--- config.mk ---
export PLATFORM = sky130hd
export DESIGN_NAME = imem_loader
export DESIGN_NICKNAME = d
export VERILOG_FILES = /design/src/rtl/imem_loader_pkg.sv /design/src/rtl/imem_loader_word_asm.sv /design/src/rtl/imem_loader.sv
export SDC_FILE = /design/constraint.sdc
export NUM_CORES = 1
export LEC_CHECK = 0
export ABC_AREA = 1
export CAP_MARGIN = 20
export CORE_UTILIZATION = 55
export DETAILED_ROUTE_END_ITERATION = 6
export GPL_ROUTABILITY_DRIVEN = 0
export PLACE_DENSITY = 0.79
export SYNTH_ARGS = -nofsm -noshare
export SYNTH_HDL_FRONTEND = slang
export SYNTH_SLANG_ARGS = --single-unit
--- constraint.sdc ---
create_clock -name clk -period 9.75 [get_ports clk]
set_clock_uncertainty 0.15 [all_clocks]
set_input_delay 2.4375 -clock clk [delete_from_list [all_inputs] [get_ports clk]]
set_output_delay 2.4375 -clock clk [all_outputs]
set_load 0.1 [all_outputs]
--- src/rtl/imem_loader_pkg.sv ---
// Shared constants and FSM state encoding for the instruction-memory loader.
package imem_loader_pkg;

  localparam logic [7:0] HDR_BYTE = 8'hA5;

  typedef enum logic [2:0] {
    S_IDLE,
    S_LEN,
    S_DATA,
    S_WRITE,
    S_CHK,
    S_DONE
  } state_e;

endpackage

--- src/rtl/imem_loader_word_asm.sv ---
// Little-endian word assembler: byte-lane counter, shift/assemble register and
// running XOR of every accepted data byte.
module imem_loader_word_asm (
  input  logic        clk,
  input  logic        reset,
  input  logic        clear_i,
  input  logic        byte_vld_i,
  input  logic [7:0]  byte_i,
  output logic        word_ready_o,
  output logic [31:0] word_o,
  output logic [7:0]  xor_o
);

  logic [1:0]  k_q, k_d;
  logic [31:0] word_q, word_d;
  logic [7:0]  xor_q, xor_d;
  logic [31:0] merged;

  // word_o already contains the byte being strobed, so the full word is
  // available in the same cycle its 4th byte is accepted.
  always_comb begin
    merged = word_q;
    merged[{k_q, 3'b000} +: 8] = byte_i;
  end

  always_comb begin
    k_d    = k_q;
    word_d = word_q;
    xor_d  = xor_q;
    if (clear_i) begin
      k_d    = 2'd0;
      word_d = 32'd0;
      xor_d  = 8'd0;
    end else if (byte_vld_i) begin
      k_d    = k_q + 2'd1;
      word_d = merged;
      xor_d  = xor_q ^ byte_i;
    end
  end

  always_ff @(posedge clk or posedge reset) begin
    if (reset) begin
      k_q    <= 2'd0;
      word_q <= 32'd0;
      xor_q  <= 8'd0;
    end else begin
      k_q    <= k_d;
      word_q <= word_d;
      xor_q  <= xor_d;
    end
  end

  assign word_ready_o = byte_vld_i && (k_q == 2'd3);
  assign word_o       = merged;
  assign xor_o        = xor_q;

endmodule

--- src/rtl/imem_loader.sv ---
// Framed byte-stream program loader: writes instruction memory, verifies the
// XOR checksum and releases the core from reset on a good frame.
module imem_loader
  import imem_loader_pkg::*;
#(
  parameter int DEPTH_WORDS = 32,
  parameter int ADDR_W      = 5
) (
  input  logic              clk,
  input  logic              reset,
  input  logic [7:0]        rx_data,
  input  logic              rx_valid,
  output logic              rx_ready,
  output logic              imem_we,
  output logic [ADDR_W-1:0] imem_addr,
  output logic [31:0]       imem_wdata,
  output logic              core_reset,
  output logic              load_done,
  output logic              load_error,
  output logic [ADDR_W:0]   words_loaded
);

  localparam logic [8:0] DEPTH_L = 9'(DEPTH_WORDS);

  state_e            state_q, state_d;
  logic [ADDR_W:0]   len_q;
  logic [ADDR_W:0]   words_loaded_q, wl_inc;
  logic              load_error_q;
  logic [ADDR_W-1:0] imem_addr_q;
  logic [31:0]       imem_wdata_q;

  logic        acc, hdr_acc, len_bad, word_ready, data_vld;
  logic [31:0] asm_word;
  logic [7:0]  asm_xor;

  assign acc      = rx_valid && rx_ready;
  assign hdr_acc  = (state_q == S_IDLE) && acc && (rx_data == HDR_BYTE);
  assign len_bad  = (rx_data == 8'd0) || ({1'b0, rx_data} > DEPTH_L);
  assign data_vld = (state_q == S_DATA) && acc;
  assign wl_inc   = words_loaded_q + (ADDR_W + 1)'(1);

  imem_loader_word_asm u_asm (
    .clk         (clk),
    .reset       (reset),
    .clear_i     (hdr_acc),
    .byte_vld_i  (data_vld),
    .byte_i      (rx_data),
    .word_ready_o(word_ready),
    .word_o      (asm_word),
    .xor_o       (asm_xor)
  );

  always_ff @(posedge clk or posedge reset) begin
    if (reset) state_q <= S_IDLE;
    else       state_q <= state_d;
  end

  always_comb begin
    state_d = state_q;
    case (state_q)
      S_IDLE:  if (hdr_acc) state_d = S_LEN;
      S_LEN:   if (acc) state_d = len_bad ? S_IDLE : S_DATA;
      S_DATA:  if (word_ready) state_d = S_WRITE;
      S_WRITE: state_d = (wl_inc == len_q) ? S_CHK : S_DATA;
      S_CHK:   if (acc) state_d = (rx_data == asm_xor) ? S_DONE : S_IDLE;
      S_DONE:  state_d = S_DONE;
      default: state_d = S_IDLE;
    endcase
  end

  // Status and handshake depend on state only, never on rx_valid.
  always_comb begin
    rx_ready   = 1'b0;
    imem_we    = 1'b0;
    load_done  = 1'b0;
    core_reset = 1'b1;
    case (state_q)
      S_IDLE, S_LEN, S_DATA, S_CHK: rx_ready = 1'b1;
      S_WRITE: imem_we = 1'b1;
      S_DONE: begin
        load_done  = 1'b1;
        core_reset = 1'b0;
      end
      default: ;
    endcase
  end

  // Address and data are captured with the 4th byte so they are valid during
  // WRITE and hold afterwards.
  always_ff @(posedge clk or posedge reset) begin
    if (reset) begin
      len_q          <= '0;
      words_loaded_q <= '0;
      load_error_q   <= 1'b0;
      imem_addr_q    <= '0;
      imem_wdata_q   <= 32'd0;
    end else begin
      if (hdr_acc) begin
        load_error_q   <= 1'b0;
        words_loaded_q <= '0;
      end
      if ((state_q == S_LEN) && acc) begin
        len_q <= rx_data[ADDR_W:0];
        if (len_bad) load_error_q <= 1'b1;
      end
      if (word_ready) begin
        imem_addr_q  <= words_loaded_q[ADDR_W-1:0];
        imem_wdata_q <= asm_word;
      end
      if (state_q == S_WRITE) words_loaded_q <= wl_inc;
      if ((state_q == S_CHK) && acc && (rx_data != asm_xor)) load_error_q <= 1'b1;
    end
  end

  assign imem_addr    = imem_addr_q;
  assign imem_wdata   = imem_wdata_q;
  assign load_error   = load_error_q;
  assign words_loaded = words_loaded_q;

endmodule

==> results.json <==
{
  "status": "finished, final reports clean",
  "die_h_um": 93.4,
  "clk_latency_ns": 0.37,
  "dieArea_um2": 8730,
  "grt_antenna_before_repair": 0,
  "holdWs_ns": 0.341,
  "utilization": 0.693,
  "internal-power_uw": 966,
  "final_common_cell": "nand2_1",
  "hold_buffers": 0,
  "num_vias": 4010,
  "ys_types": 29,
  "grt_pass1_vias": 3991,
  "hpwl_um": 7340,
  "pin_count": 59,
  "fp.coreArea_um2": 7890,
  "post_drt_wl_per_cell_um": 14.5,
  "highest_layer": "met4",
  "final_cell_mix": "nand2_1 (199), dfrtp_1 (94), inv_1 (70)",
  "pre_cts_slack_ns": 4.81,
  "crit_type": "flip-flop to primary output",
  "syn_inst": 589,
  "min_path_cells": 2,
  "fillerInstances": 639,
  "wl_met2_um": 5030,
  "setup_tns_ns": 0,
  "ys_seq_area_frac": 0.511,
  "cts_max_path_buffers": 2,
  "holdCritPathClass": "flip-flop to flip-flop",
  "cts_setup_buffers": 0,
  "start_util": 0.583,
  "clk_pin_slew_ns": 0.10,
  "synth_largest_area_cell": "dfrtp_1",
  "leakage_nw": 2.66,
  "cts_tree": "built",
  "fmax_mhz": 194,
  "crit_fanout": 7,
  "final_nets": 654,
  "comb_power_share": 0.530,
  "port_buffers": 58,
  "finalHoldViolCount": 0,
  "rsz0062_at_grt": "no",
  "max_stage_delay_ns": 1.23,
  "power_density_nw_per_um2": 367,
  "synth-warning-count": 0,
  "grt_max_degree": 64,
  "dr.pass1.iters": 5,
  "grt_usage": 0.267,
  "p_sw_frac": 0.518,
  "avgSynthCellArea_um2": 7.81,
  "power.switching_mw": 1.04,
  "diodes": 0,
  "final_area_um2": 5470,
  "fin_ws_ns": 4.59,
  "synth-seq-cells": 94,
  "setup_viol": 0,
  "ff_latch_area_um2": 2350,
  "slew_headroom": 0.336,
  "numCtsBuffers": 9,
  "critPathLaunchType": "flip-flop",
  "syn_nets": 606,
  "finalCritPeriodShare": 0.529,
  "area_delta_synth_final_pct": 18.9,
  "drive_gt1_frac": 0.0483,
  "ir_drop_mv": 0.244,
  "clkSinkCount": 94,
  "h-tree-depth": 3,
  "path_cells": "nor3_2 > clkdlybuf4s50_1",
  "ctsResizeCount": 0,
  "drcViolationCount": 0,
  "synth_top_area_frac": 0.511,
  "critPathSlowestCell": "clkdlybuf4s50_1",
  "vias_per_cell": 5.39,
  "route.met3.wl_um": 620,
  "ant_nets": 0,
  "worstPathArrival_ns": 2.57,
  "die_w_um": 93.4,
  "grt_pass1_wl_um": 18200,
  "cap_violations": 0,
  "root_buffer": "clkbuf_8",
  "critPathRequiredTime_ns": 7.16,
  "power_frac_clock": 0.161,
  "grt-ovfl-total": 0,
  "seqPwrFrac": 0.308,
  "synth.area.top_cells": "dfrtp_1 (51%), nand2_1 (16%), o21ai_0 (6.7%)",
  "end_kind": "primary output",
  "reg2reg_depth": 9,
  "post_dp_cell_area_um2": 5220,
  "min_period_ns": 5.16,
  "wl_met1_um": 4890,
  "slew_viol_final": 0,
  "syn_area_um2": 4600,
  "postRouteWirelength_um": 10800,
  "drt-initial-drc-count": 276,
  "worstMarginPinSlew_ns": 0.993,
  "row_count": 32,
  "multi_input_area_um2": 1870
}
## Yosys cell counts
master / instances
a21oi_1: 16
a22oi_1: 1
buf_1: 1
buf_2: 7
buf_4: 1
buf_6: 1
clkbuf_1: 13
dfrtp_1: 94
ha_1: 6
inv_1: 71
inv_2: 2
nand2_1: 199
nand2_2: 2
nand2_4: 1
nand3_1: 19
nand3_2: 1
nand3b_1: 2
nand4_1: 14
nor2_1: 37
nor2_2: 1
nor2_4: 2
nor3_1: 3
nor3_2: 2
o21ai_0: 62
o21ai_1: 2
o21bai_1: 1
o22ai_1: 19
or2_2: 1
xnor2_1: 8
## logic make-up after synthesis
logic type | Yosys count | synth area share
and+or+nand+nor | 284 | 0.258
AOI/OAI and AO/OA | 101 | 0.116
buffers and inverters | 96 | 0.0827
DFF | 94 | 0.511
xor gates and xnor gates | 8 | 0.0152
adders and majority gates | 6 | 0.0163
## power by group through the flow
stage	logic, mW	registers [mW]	clock network, mW
6_report	1.06	0.618	0.324
5_1_grt	1.14	0.634	0.341
4_1_cts	1.06	0.617	0.326
3_5_place_dp	1.05	0.622	0
3_3_place_gp	1.04	0.617	0
2_1_floorplan	0.432	1.01	0
## final timing paths
| check | start | end | slack, ns |
|---|---|---|---|
| min in group asynchronous | reset | imem_wdata[19] | 2.26 |
| max in group asynchronous | reset | u_asm.word_q[3] | 6.01 |
| worst min-delay path | imem_wdata[4] | imem_wdata[4] | 0.34 |
| worst max-delay path | state_q[2] | imem_we | 4.59 |
| worst min register to register | imem_wdata[4] | imem_wdata[4] | 0.34 |
| worst max register to register | state_q[2] | u_asm.k_q[1] | 7.00 |
## layer usage
| layer | up-vias | GRT usage |
|---|---|---|
| li1 | 1961 | - |
| met1 | 1874 | 0.345 |
| met2 | 148 | 0.448 |
| met3 | 27 | 0.0472 |
| met4 | 0 | 0.104 |
| met5 | - | 0 |
## through the flow
| step | cells | power (mW) |
|---|---|---|
| floorplan | 589 | 1.44 |
| global placement | 728 | 1.65 |
| detailed placement | 728 | 1.67 |
| CTS | 744 | 2.00 |
| global route | 744 | 2.12 |
| finish | 744 | 2.00 |
## sequential cells by signal (all words and copies together) (netlist names)
register      cells
imem_addr         5
imem_wdata       32
len_q             6
load_error        1
state_q           3
u_asm.k_q         2
u_asm.word_q     31
u_asm.xor_o       8
words_loaded      6
## layout make-up
class,count,area share
inverter,73,0.0503
tap,102,0.0233
multi-input combinational,399,0.341
clock inverter,7,0.0233
timing repair buffer,60,0.109
clock buffer,9,0.0226
sequential,94,0.430
## critical path, delay by kind of cell (launching register included)
family	cells	cell delay [ns]
buf+inv	1	1.23
flops	1	0.49
simple gates	1	0.48
No activity file was read; power rests on OpenSTA's default activity.
